`src/rtl/eu_pkg.sv`:
```
// Shared opcodes, FSM state encoding and status-flag layout for the arithmetic
// execution unit and its multiplier.
package eu_pkg;

   localparam logic [2:0] OP_MOVA = 3'b000;
   localparam logic [2:0] OP_INC  = 3'b001;
   localparam logic [2:0] OP_ADD  = 3'b010;
   localparam logic [2:0] OP_ADC  = 3'b011;
   localparam logic [2:0] OP_MUL  = 3'b100;
   localparam logic [2:0] OP_SUB  = 3'b101;
   localparam logic [2:0] OP_DEC  = 3'b110;

   typedef logic [1:0] state_t;
   localparam state_t ST_IDLE = 2'd0;
   localparam state_t ST_EXEC = 2'd1;
   localparam state_t ST_MUL  = 2'd2;

   typedef struct packed {
      logic z;
      logic c;
      logic n;
      logic v;
   } flags_t;

   localparam flags_t FLAGS_RST = '{z: 1'b1, c: 1'b0, n: 1'b0, v: 1'b0};

endpackage

```
`src/rtl/eu_mul_shift_add.sv`:
```
// Iterative unsigned shift-add multiplier, one multiplier bit per cycle, LSB first.
// The last iteration is presented combinationally so the caller can latch it with done.
module eu_mul_shift_add #(
   parameter int BUS_WIDTH = 16
) (
   input  logic                     clk,
   input  logic                     rst,
   input  logic                     start,
   input  logic [BUS_WIDTH-1:0]     a,
   input  logic [BUS_WIDTH-1:0]     b,
   output logic                     done,
   output logic [2*BUS_WIDTH-1:0]   product
);

   localparam int PW = 2 * BUS_WIDTH;
   localparam int CW = $clog2(BUS_WIDTH) + 1;

   logic                 run_q, run_d;
   logic [PW-1:0]        acc_q, acc_d;
   logic [PW-1:0]        mcand_q, mcand_d;
   logic [BUS_WIDTH-1:0] mplier_q, mplier_d;
   logic [CW-1:0]        cnt_q, cnt_d;
   logic [PW-1:0]        acc_nxt;

   always_comb begin
      acc_nxt  = acc_q + (mplier_q[0] ? mcand_q : '0);
      done     = run_q && (cnt_q == CW'(BUS_WIDTH - 1));
      product  = acc_nxt;
      run_d    = run_q;
      acc_d    = acc_q;
      mcand_d  = mcand_q;
      mplier_d = mplier_q;
      cnt_d    = cnt_q;
      // Bit 0 is consumed at load so BUS_WIDTH bits finish in BUS_WIDTH-1 more edges.
      if (start) begin
         run_d    = 1'b1;
         acc_d    = b[0] ? {{BUS_WIDTH{1'b0}}, a} : '0;
         mcand_d  = {{(BUS_WIDTH-1){1'b0}}, a, 1'b0};
         mplier_d = {1'b0, b[BUS_WIDTH-1:1]};
         cnt_d    = CW'(1);
      end else if (run_q) begin
         acc_d    = acc_nxt;
         mcand_d  = mcand_q << 1;
         mplier_d = mplier_q >> 1;
         cnt_d    = cnt_q + CW'(1);
         if (done) run_d = 1'b0;
      end
   end

   always_ff @(posedge clk) begin
      if (rst) begin
         run_q    <= 1'b0;
         acc_q    <= '0;
         mcand_q  <= '0;
         mplier_q <= '0;
         cnt_q    <= '0;
      end else begin
         run_q    <= run_d;
         acc_q    <= acc_d;
         mcand_q  <= mcand_d;
         mplier_q <= mplier_d;
         cnt_q    <= cnt_d;
      end
   end

endmodule

```
`src/rtl/eu_arith_mc.sv`:
```
// Multi-cycle arithmetic execution unit: MOVA/INC/ADD/ADC/SUB/DEC in one cycle,
// MUL via the shift-add sub-module, with registered result and Z/C/N/V flags.
module eu_arith_mc
   import eu_pkg::*;
#(
   parameter int BUS_WIDTH = 16,
   parameter bit MUL_EN    = 1'b1
) (
   input  logic                 clk,
   input  logic                 rst,
   input  logic                 start,
   input  logic [3:0]           op_select,
   input  logic [BUS_WIDTH-1:0] A,
   input  logic [BUS_WIDTH-1:0] B,
   output logic                 busy,
   output logic                 done,
   output logic [BUS_WIDTH-1:0] data_out,
   output logic                 zero,
   output logic                 carry,
   output logic                 negative,
   output logic                 overflow,
   output logic                 illegal
);

   localparam int W1  = BUS_WIDTH + 1;
   localparam int MSB = BUS_WIDTH - 1;

   state_t               state_q, state_d;
   logic [BUS_WIDTH-1:0] data_q, data_d;
   flags_t               flags_q, flags_d;
   logic                 illegal_q, illegal_d;

   logic                 mul_start, mul_done;
   logic [2*BUS_WIDTH-1:0] mul_prod;

   logic [BUS_WIDTH:0]   ea, sum;
   logic                 alu_v, op_bad;
   flags_t               alu_flags, mul_flags;

   // Single-cycle results are computed straight from the accepted operands.
   always_comb begin
      ea    = {1'b0, A};
      sum   = ea;
      alu_v = 1'b0;
      case (op_select[2:0])
         OP_INC: begin
            sum   = ea + W1'(1);
            alu_v = ~A[MSB] & sum[MSB];
         end
         OP_ADD: begin
            sum   = ea + {1'b0, B};
            alu_v = (A[MSB] == B[MSB]) && (sum[MSB] != A[MSB]);
         end
         OP_ADC: begin
            sum   = ea + {1'b0, B} + W1'(flags_q.c);
            alu_v = (A[MSB] == B[MSB]) && (sum[MSB] != A[MSB]);
         end
         OP_SUB: begin
            sum   = ea + {1'b0, ~B} + W1'(1);
            alu_v = (A[MSB] != B[MSB]) && (sum[MSB] != A[MSB]);
         end
         OP_DEC: begin
            sum   = ea + {1'b0, {BUS_WIDTH{1'b1}}};
            alu_v = A[MSB] & ~sum[MSB];
         end
         default: sum = ea;
      endcase
      alu_flags = '{z: (sum[MSB:0] == '0), c: sum[BUS_WIDTH], n: sum[MSB], v: alu_v};
      mul_flags = '{z: (mul_prod[MSB:0] == '0), c: |mul_prod[2*BUS_WIDTH-1:BUS_WIDTH],
                    n: mul_prod[MSB], v: 1'b0};
      op_bad    = op_select[3] || (op_select[2:0] == 3'b111) ||
                  (!MUL_EN && (op_select[2:0] == OP_MUL));
   end

   always_comb begin
      state_d   = state_q;
      data_d    = data_q;
      flags_d   = flags_q;
      illegal_d = 1'b0;
      mul_start = 1'b0;
      case (state_q)
         ST_IDLE: begin
            if (start) begin
               if (op_bad) begin
                  illegal_d = 1'b1;
               end else if (op_select[2:0] == OP_MUL) begin
                  mul_start = 1'b1;
                  state_d   = ST_MUL;
               end else begin
                  data_d  = sum[MSB:0];
                  flags_d = alu_flags;
                  state_d = ST_EXEC;
               end
            end
         end
         // EXEC is the done cycle for both paths.
         ST_MUL: begin
            if (mul_done) begin
               data_d  = mul_prod[MSB:0];
               flags_d = mul_flags;
               state_d = ST_EXEC;
            end
         end
         ST_EXEC: state_d = ST_IDLE;
         default: state_d = ST_IDLE;
      endcase
   end

   always_ff @(posedge clk) begin
      if (rst) begin
         state_q   <= ST_IDLE;
         data_q    <= '0;
         flags_q   <= FLAGS_RST;
         illegal_q <= 1'b0;
      end else begin
         state_q   <= state_d;
         data_q    <= data_d;
         flags_q   <= flags_d;
         illegal_q <= illegal_d;
      end
   end

   generate
      if (MUL_EN) begin : g_mul
         eu_mul_shift_add #(.BUS_WIDTH(BUS_WIDTH)) u_mul (
            .clk     (clk),
            .rst     (rst),
            .start   (mul_start),
            .a       (A),
            .b       (B),
            .done    (mul_done),
            .product (mul_prod)
         );
      end else begin : g_no_mul
         assign mul_done = 1'b0;
         assign mul_prod = '0;
      end
   endgenerate

   assign busy     = (state_q != ST_IDLE);
   assign done     = (state_q == ST_EXEC);
   assign data_out = data_q;
   assign zero     = flags_q.z;
   assign carry    = flags_q.c;
   assign negative = flags_q.n;
   assign overflow = flags_q.v;
   assign illegal  = illegal_q;

endmodule

```
`config.mk`:
```
export PLATFORM = sky130hd
export DESIGN_NAME = eu_arith_mc
export DESIGN_NICKNAME = d
export VERILOG_FILES = /design/src/rtl/eu_pkg.sv /design/src/rtl/eu_mul_shift_add.sv /design/src/rtl/eu_arith_mc.sv
export SDC_FILE = /design/constraint.sdc
export NUM_CORES = 1
export LEC_CHECK = 0
export CORE_MARGIN = 2
export CORE_UTILIZATION = 53
export CTS_BUF_LIST = sky130_fd_sc_hd__clkbuf_16
export DETAILED_ROUTE_END_ITERATION = 8
export PLACE_DENSITY_LB_ADDON = 0.3
export SLEW_MARGIN = 20
export SYNTH_ARGS = -nofsm -noshare
export SYNTH_HDL_FRONTEND = slang
export SYNTH_SLANG_ARGS = --single-unit
```
`constraint.sdc`:
```
create_clock -name clk -period 6.4 [get_ports clk]
set_input_delay 0.96 -clock clk [delete_from_list [all_inputs] [get_ports clk]]
set_output_delay 0.96 -clock clk [all_outputs]
set_load 0.01 [all_outputs]
```
Word-level counts from Yosys, hierarchy flattened:

Cells that the tools add are included.

* flip-flop bits (word level): 107
* input port bits: 39
* output and inout bits: 23
* logic and storage cells: 99

* $add $sub $neg: 8
* equality and inequality tests: 19
* mux-type cells: 35
* bitwise gates (word level): 7
* reductions and logical operators: 16

Operator list (number)
* $mux W32: 3
* $pmux W17 S5: 1
* $mux W16: 5
* $add A16 B16 Y17: 2
* $mux W17: 2
* $add A32 B32 Y32: 1
* $logic_not A16 Y1: 2
* $pmux W16 S2: 1
* $mux W15: 2
* $add A16 B1 Y17 const B: 1
* $add A16 B16 Y17 const B: 1
* $add A17 B1 Y17: 1
* $add A17 B1 Y17 const B: 1
* $mux W4: 4
* $not A16 Y16: 1
* $reduce_or A16 Y1: 1
* $eq A3 B3 Y1 const B: 4
* $mux W1: 10
* $mux W2: 4
* $pmux W4 S2: 1
* $eq A3 B2 Y1 const B: 2
* $ne A2 B2 Y1 const B: 3
* $reduce_bool A2 Y1: 3
* $add A5 B1 Y5 const B: 1
* 18 further kinds: 28

Depth between registers and ports, before layout:

Gate-level depths: netlist of the first run.

* word-level depth: 10
* depth in mapped cells: 16
* mapped depth without buffers: 15

Cells and area by module:

Synthesis of the first run repeated with hierarchy kept, for this count alone.

* cell total of the unflattened synthesis: 1409
* area total of the unflattened synthesis: 10422.5 µm²

By module, submodules not included
* eu_mul_shift_add: instances 1, cells an instance 723, area an instance 5746.8 µm², seq. area each 1681.6 µm²
* eu_arith_mc: instances 1, cells an instance 686, area an instance 4675.7 µm², seq. area each 440.4 µm²

Worst setup path before layout of the first run:

No wires, ideal clock.

* kind: input -> register
* start: input port A[0]
* end: register flags_q (netlist bit zero)
* library setup time: 0.069 ns
* data arrival time: 4.221 ns
* required time: 6.331 ns
* setup slack: 2.110 ns
* stages on the path: 14
* path buffers: 0
* cells stage by stage: ha_1 inv_1 fa_1 nor2_1 o211ai_1 a221o_1 a2111oi_0 a211o_1 nor4b_2 nand2_1 xnor2_1 a211o_1 or4_1 o21ai_1

* longest elaborated chain between the ends: 8
* elaborated cells on any way between the ends: 12
* those cells by class: add/sub: 6; mux: 5; reduce/logical: 1

RTL lines
* from (decl): line eu_arith_mc.sv:13 `input logic [BUS_WIDTH-1:0] A,`
* $add A16 B16 Y17, on equally long branches: line eu_arith_mc.sv:59, eu_arith_mc.sv:51, eu_arith_mc.sv:55
* $add A17 B1 Y17, on equally long branches: line eu_arith_mc.sv:59, eu_arith_mc.sv:55
* $pmux W17 S5 *: line eu_arith_mc.sv:45 `case (op_select[2:0])`
* $logic_not A16 Y1 *: line eu_arith_mc.sv:68 `alu_flags = '{z: (sum[MSB:0] == '0), c: sum[BUS_WIDTH], n: sum[MSB], v: alu_v};`
* $mux W4 *: line eu_arith_mc.sv:86 `end else if (op_select[2:0] == OP_MUL) begin`
* $mux W4 *: line eu_arith_mc.sv:84 `if (op_bad) begin`
* $mux W4 *: line eu_arith_mc.sv:83 `if (start) begin`
* $pmux W4 S2 *: line eu_arith_mc.sv:81 `case (state_q)`
* to (signal assigned): line eu_arith_mc.sv:118 `flags_q <= flags_d;`
* to (decl): line eu_arith_mc.sv:30 `flags_t flags_q, flags_d;`

Mark *: on every way between the ends. The rest lies on a longest branch, timed or not. The select of a mux whose other input is x is not followed.
A chain may end at the register's enable or synchronous reset.

Final worst setup path of the first run:

* start: input port A[5]
* end: register flags_q (netlist bit zero)

Same word-level chain as after synthesis.

==> results of run 1 <==
==> flip-flops by register name, summed over array words and instances (netlist names) <==
| register | count |
|---|---|
| carry | 1 |
| g_mul.u_mul.acc_q | 32 |
| g_mul.u_mul.mcand_q | 31 |
| state_q | 2 |
| illegal | 1 |
| overflow | 1 |
| zero | 1 |
| g_mul.u_mul.run_q | 1 |
| data_out | 16 |
| g_mul.u_mul.cnt_q | 5 |
| g_mul.u_mul.mplier_q | 15 |
==> cells by family after synthesis <==
logic type / share of synthesized area, %
flops: 22.23
mux: 7.771
xor+xnor: 6.880
simple gates: 22.51
fa+ha+maj: 9.802
compound gates: 25.10
buf+inv: 5.714
==> synth_stat cells, types with 3 or more instances <==
cell	count	area, um^2
a2111o_1	3	33.78
a2111oi_0	3	26.28
a211o_1	4	35.03
a211oi_1	52	390.4
a21o_1	23	172.7
a21oi_1	97	485.5
a221o_1	7	70.07
a221oi_1	4	35.03
a22oi_1	7	52.55
a31oi_1	13	81.33
and2_1	33	206.5
and3_1	7	43.79
and4_1	3	26.28
buf_1	12	45.04
buf_2	4	20.02
clkbuf_1	64	240.2
dfxtp_1	106	2122
fa_1	3	60.06
ha_1	70	875.8
inv_1	53	198.9
mux2i_1	73	730.7
nand2_1	77	289.0
nand2b_1	17	106.4
nand3_1	37	185.2
nand3b_1	3	22.52
nand4_1	12	75.07
nor2_1	157	589.3
nor2b_1	12	75.07
nor3_1	30	150.1
nor3b_1	4	30.03
nor4_1	18	112.6
o211ai_1	21	157.7
o21a_1	9	67.56
o21ai_0	56	280.3
o21bai_1	4	30.03
o221ai_1	3	26.28
o22ai_1	7	43.79
o31ai_1	5	37.54
o41ai_1	6	52.55
or2_2	5	31.28
or3_1	7	43.79
or4_1	5	37.54
xnor2_1	49	429.2
xor2_1	26	227.7
==> worst max-delay path: stages <==
cell and delay (ps):
clkdlybuf4s50_1 660, ha_1 650, inv_1 130, o311ai_1 720, a22oi_1 220, xnor2_1 350, o211ai_1 200, nor4b_2 440
nand2_1 120, xnor2_1 160, a211o_1 340, or4_1 530, o21ai_1 130
==> final cells by class <==
type | instances | area share (%)
tap | 229 | 2.710
inverter | 56 | 1.988
clock buffer | 10 | 2.367
clock inverter | 6 | 0.7456
multi-input combinational | 1021 | 65.08
timing repair buffer | 79 | 7.006
sequential | 106 | 20.11
==> power groups by stage <==
stage	Clock, mW	Sequential [mW]	Combinational [mW]
2_1_floorplan	0	0.700	0.323
3_3_place_gp	0	0.702	0.463
3_5_place_dp	0	0.702	0.465
4_1_cts	0.622	0.686	0.469
5_1_grt	0.644	0.689	0.520
6_report	0.614	0.687	0.478
==> layout by cell type (no fill, tap or decap), types with 49 or more instances in the layout <==
cell               n
inv_1             53
o21ai_0           56
a21oi_1           97
clkdlybuf4s50_1   60
xnor2_1           49
dfxtp_1          105
ha_1              70
nand2_1           77
nor2_1           157
a211oi_1          52
mux2i_1           73
==> per-stage QoR <==
stage	worst slack, ps	instances
global route	632.7	1507
floorplan	2110	1266
CTS	1129	1507
finish	1070	1507
global placement	927.1	1491
detailed placement	791.8	1491
==> metal layers <==
metal | vias up | part of all wire [%] | global-route usage, %
li1 | 4596 | - | -
met1 | 4441 | 46 | 40.49
met2 | 398 | 43 | 43.88
met3 | 59 | 8.0 | 5.542
met4 | 0 | 2.5 | 9.345
met5 | - | 0 | 0
==> path summary, 6_finish.rpt <==
| kind | depth (start not counted) | slack (ps) | to |
|---|---|---|---|
| worst max-delay path | 13 | 1070 | zero |
| worst min-delay path | 2 | 460 | data_out[11] |
| worst max register to register | 16 | 1880 | carry |
| worst min register to register | 2 | 460 | data_out[11] |
==> summary.md, run 1 <==
| Metric | Value |
|---|---|
| ANT cells | 0 |
| CP Launch Point | A[5] |
| Clock root cell | clkbuf_16 |
| # fillers | 1,660 |
| Combinational share of power | 26.9% |
| Setup TNS | 0 ps |
| Final Max Tran Viols | 0 |
| Worst Min Path Start | data_out[11] |
| Power per Cell Area | between 150 and 200 nW/um^2 |
| Min Clock Period, post-route | ~5300 ps |
| I/O pin cnt | slightly above 60 |
| Final Cycle Share | 83.28% |
| Max-Cap Viols | 0 |
| RePlAce Congestion | 0.9791 |
| Outcome | completed |
| Setup crit end kind | register |
| Netlist Area Pre-Place | 9548 um^2 |
| Ys flop type | dfxtp_1 |
| Clk pwr share | between 30% and 40% |
| First-pass GRT wire length | about 45,000 um |
| Class of the most critical setup path | in -> reg |
| 1st-iter DRT viols | 1,032 |
| Router iterations before antenna repair | 6 |
| HP Class | reg -> reg |
| Htree depth | 3 |
| Final hold violation count | 0 |
| Vert. Die Dim | about 140 um |
| Drc violations | 0 |
| Hold Buf Count CTS | 0 |
| Clock skew | ~12 ps |
| CTS Sinks | 106 |
| Die X-Extent | 138.2 um |
| Syn nets | 1,378 |
| Setup bufs post-CTS | 0 |
| Initial antenna violation count | 0 |
| Worst-path clk slew | 70 ps |
| Post-synth ARST share | 0% |
| Largest net degree at the start of global routing | between 70 and 80 |
| Nature of the critical path startpoint | primary input |
| Multi-input gate area | 6880 um^2 |
| # rows | 49 |
| Power share of the sequential group | approximately two fifths |
| Post-Route WL | 28,240 um |
| Hold_ws | 456.5 ps |
| DR WL/cell | 18.74 um |
| Instance count of the mapped netlist | between 1,000 and 1,500 |
| DP HPWL | 20,780 um |
| Setup Viol. Count Final | 0 |
| Avg Inst Size Synth | 7.542 um^2 |
| Total core area | around 18,000 um^2 |
| GRT Util Overall | 28.60% |
| Internal power | 1.197 mW |
| Area Growth Syn to Fin | 10.73% |
| Vias per inst | 6.300 |
| FF+latch area | around 2100 um^2 |
| Yosys cell types | 83 |
| RSZ-0062 raised after global routing | false |
| Switch share | 32.73% |
| Share of layout cells above drive strength 1 | approximately 4.2% |
| Post-DRT Antenna Nets | 0 |
| Number of buffers added on ports | just over 60 |
| Least-Margin Pin Slew | 874.8 ps |
| Worst-Skew Late Latency | 360 ps |
| Vias | 9,494 |
| Post-synthesis register bit count | 106 |
| Power Total | 1.779 mW |
| Clock Tree Buf Depth | 2 |
| CTS tree | yes |
| Worst rel slew slack | 41.14% |
| Post-CTS Resized | 0 |
| Synth warn | 0 |
| Starting Density | 53.52% |
| Area after DPL | 10,240 um^2 |
| GR Overflow Total | 0 |
| Register area share after synthesis | 22.23% |
| Fin nets | 1,385 |
| CTS buffer count | 9 |
| Worst Path Required | 6690 ps |
| Fmax | 187.6 MHz |
| Maximum vdd drop | 179.4 uV |
| Vias in the first global route | 8,626 |
| Final core occ | 59.26% |
| Sw Pwr | 582.2 uW |
| Cell leakage power | a little over 4 nW |
| Fin area | 10,570 um^2 |
| WP data arrival | 5620 ps |
| Die ar. | between 15,000 and 20,000 um^2 |
| Post-synth EDFFs | 0 |
| Crit Path Max Fanout | 13 |
| Reg-to-Reg Start | g_mul.u_mul.mplier_q[0] |
(Power assumes the default switching activity.)
==> run 2, diff against run 1 <==
==> constraint.sdc (replaced) <==
create_clock -name clk -period 5.3 [get_ports clk]
set_input_delay 0.795 -clock clk [delete_from_list [all_inputs] [get_ports clk]]
set_output_delay 0.795 -clock clk [all_outputs]
set_load 0.01 [all_outputs]
==> run 2 against run 1 <==
Against the previous run:
- register-to-register slack worse by 760 ps
- design area grew 0.88%
- wire length is 3.0% lower
- combinational power up 22%
- critical path type unchanged
- utilization grew 0.52 points
- clock power increased by 19%
- clock skew grew 2.8 ps
==> summary.md, run 2 (same netlist as run 1, synthesis figures left out) <==
| Metric | Value |
|---|---|
| Setup TNS | 0 ps (unchanged) |
| Setup Viol. Count Final | 0 (unchanged) |
| I/O pin cnt | 62 (unchanged) |
| Largest net degree at the start of global routing | 85 (+12%) |
| Final Cycle Share | 91.12% |
| Reg-to-Reg Start | g_mul.u_mul.mplier_q[0] |
| Worst rel slew slack | 36.47% (-4.7 points) |
| Hold Path Stages | 2 (unchanged) |
| Outcome | completed |
| CTS buffer count | 9 (unchanged) |
| RSZ-0062 raised after global routing | false |
| 1st-iter DRT viols | 1,009 (-2.2%) |
| RR Endpoint | carry |
| Worst Min Path Start | data_out[10] |
| Most frequent cells in the layout | nor2_1 (157), dfxtp_1 (105), a21oi_1 (97) |
| Setup crit end kind | register |
| Worst Path Required | 5590 ps (-1100 ps) |
| Least-Margin Pin Slew | 953.0 ps (+78.18 ps) |
| Top delay family on crit path | compound AO/OA/AOI/OAI gates |
| Largest register FFs | 32 (unchanged) |
| Htree depth | 3 (unchanged) |
| Drc violations | 0 (unchanged) |
| ANT cells | 0 (unchanged) |
| Min Clock Period, post-route | 4829 ps |
| Total core area | 17,840 um^2 (unchanged) |
| Die ar. | 19,100 um^2 (unchanged) |
| Top reg by flops | g_mul.u_mul.acc_q |
| Area Growth Syn to Fin | 11.70% |
| Fin nets | 1,400 (+1.1%) |
| Final Max Tran Viols | 0 (unchanged) |
| Worst-path clk slew | 80 ps (about the same) |
| Setup bufs post-CTS | 0 (unchanged) |
| Max-Cap Viols | 0 (unchanged) |
| Hold Buf Count CTS | 0 (unchanged) |
| Multi-input gate area | 6880 um^2 (unchanged) |
| R2R Setup Slk | 1120 ps (-760 ps) |
| Class of the most critical setup path | in -> reg |
| # fillers | 1,657 (-0.18%) |
| Starting Density | 53.52% (unchanged) |
| Cell leakage power | 4.157 nW (+1.5%) |
| Most frequent CP cell | a211o_1 |
| Post-CTS Resized | 0 (unchanged) |
| Commonest non-fill, non-tap cell in the layout | nor2_1 |
| Vias | 9,343 (-1.6%) |
| GR Overflow Total | 0 (unchanged) |
| Clock root cell | clkbuf_16 |
| Number of buffers added on ports | 61 (unchanged) |
| DP HPWL | 20,160 um (-3.0%) |
| First-pass GRT wire length | 44,960 um (-0.82%) |
| Router iterations before antenna repair | 5 (-1) |
| Vias in the first global route | 8,695 (+0.80%) |
| Vias per inst | 6.139 (-2.6%) |
| Vert. Die Dim | 138.2 um (unchanged) |
| # rows | 49 (unchanged) |
| HP Class | reg -> reg |
| GRT Util Overall | 28.30% (-0.30 points) |
| Power Total | 2.144 mW (+21%) |
| DR WL/cell | 18.00 um (-3.9%) |
| Fmax | ~210 MHz |
| Levels on crit path | 15 (+2) |
| CTS Sinks | 106 (unchanged) |
| Maximum vdd drop | 229.0 uV (+28%) |
| Reg2Reg Depth | 14 (-2) |
| Critical path's largest stage delay | 520 ps (-200 ps) |
| Share of layout cells above drive strength 1 | 5.259% (+1.0 points) |
| Die X-Extent | 138.2 um (unchanged) |
| Clock skew | 14.89 ps (+2.804 ps) |
| Cells along the critical path | clkdlybuf4s50_1 > ha_1 > inv_1 > fa_1 > nor2_1 > o211ai_1 > a221o_1 > a2111oi_0 > a211o_1 > nor4b_2 > nand2_1 > xnor2_1 > a211o_1 > or4_1 > o21ai_1 |
| Clock Tree Buf Depth | 2 (unchanged) |
| Hold endpoint | data_out[10] |
| Power per Cell Area | 201.1 nW/um^2 (+20%) |
| Crit Path Max Fanout | 4 (-9) |
| Bufs and invs on worst path | 2 (unchanged) |
| WP data arrival | 5120 ps (-500 ps) |
| RePlAce Congestion | 0.9552 (-2.4%) |
| CTS tree | yes |
| Final hold violation count | 0 (unchanged) |
| Slowest stage cell on the critical path | or4_1 |
| Post-DRT Antenna Nets | 0 (unchanged) |
| Post-Route WL | 27,400 um (-3.0%) |
| FF+latch area | 2126 um^2 (unchanged) |
| Initial antenna violation count | 0 (unchanged) |
| Worst-Skew Late Latency | 360 ps (about the same) |
| Nature of the critical path startpoint | primary input |
==> run 2: metal layers <==
metal	vias up	share of wire (%)	GRT usage [%]
met1	4364	48	41.27
met5	-	0	0
li1	4644	-	-
met4	0	2.1	8.808
met2	290	44	42.99
met3	45	6.0	4.364
==> run 2: layout make-up <==
| cell class | count | area share [%] |
|---|---|---|
| well taps | 229 | 2.687 |
| flip-flops and latches | 106 | 19.93 |
| clock buffers | 9 | 2.112 |
| inverters | 56 | 1.971 |
| clock inverters | 7 | 0.7860 |
| repair buffers | 94 | 8.001 |
| multi-input cells | 1021 | 64.51 |
==> run 2: power by group <==
group / total [mW] / internal, mW / switching [mW]
clock network: 0.733 / 0.376 / 0.357
registers: 0.830 / 0.814 / 0.0165
logic: 0.581 / 0.236 / 0.345
==> run 2: worst max-delay path by stage <==
stage,from,endpoint
after CTS,B[0],zero
after global placement,B[1],zero
after floorplan,A[0],zero
after detailed placement,B[0],zero
after global routing,B[0],zero
final,B[0],zero
==> run 2: through the flow <==
step	instances	setup slack [ps]	hold WS, ps	utilization (%)	area [um^2]
global placement	1506	362.8	439.3	58.05	10360
floorplan	1266	1175	436.7	-	9548
finish	1522	470.6	455.7	59.78	10670
detailed placement	1506	147.0	446.3	58.05	10360
CTS	1522	503.8	455.5	59.78	10670
global route	1522	290.5	488.2	59.78	10670
==> run 2: worst reg2reg max path, stage by stage (launching register included) <==
cell and delay, ps:
dfxtp_1 370, buf_4 310, nand2_1 150, fa_1 440
nor2b_1 170, o31a_1 200, o31a_1 280, a31oi_1 170
o21ai_1 390, a41oi_1 250, o21ai_0 320, xor2_1 130
or4_1 480, nor4_1 210, a31oi_1 170
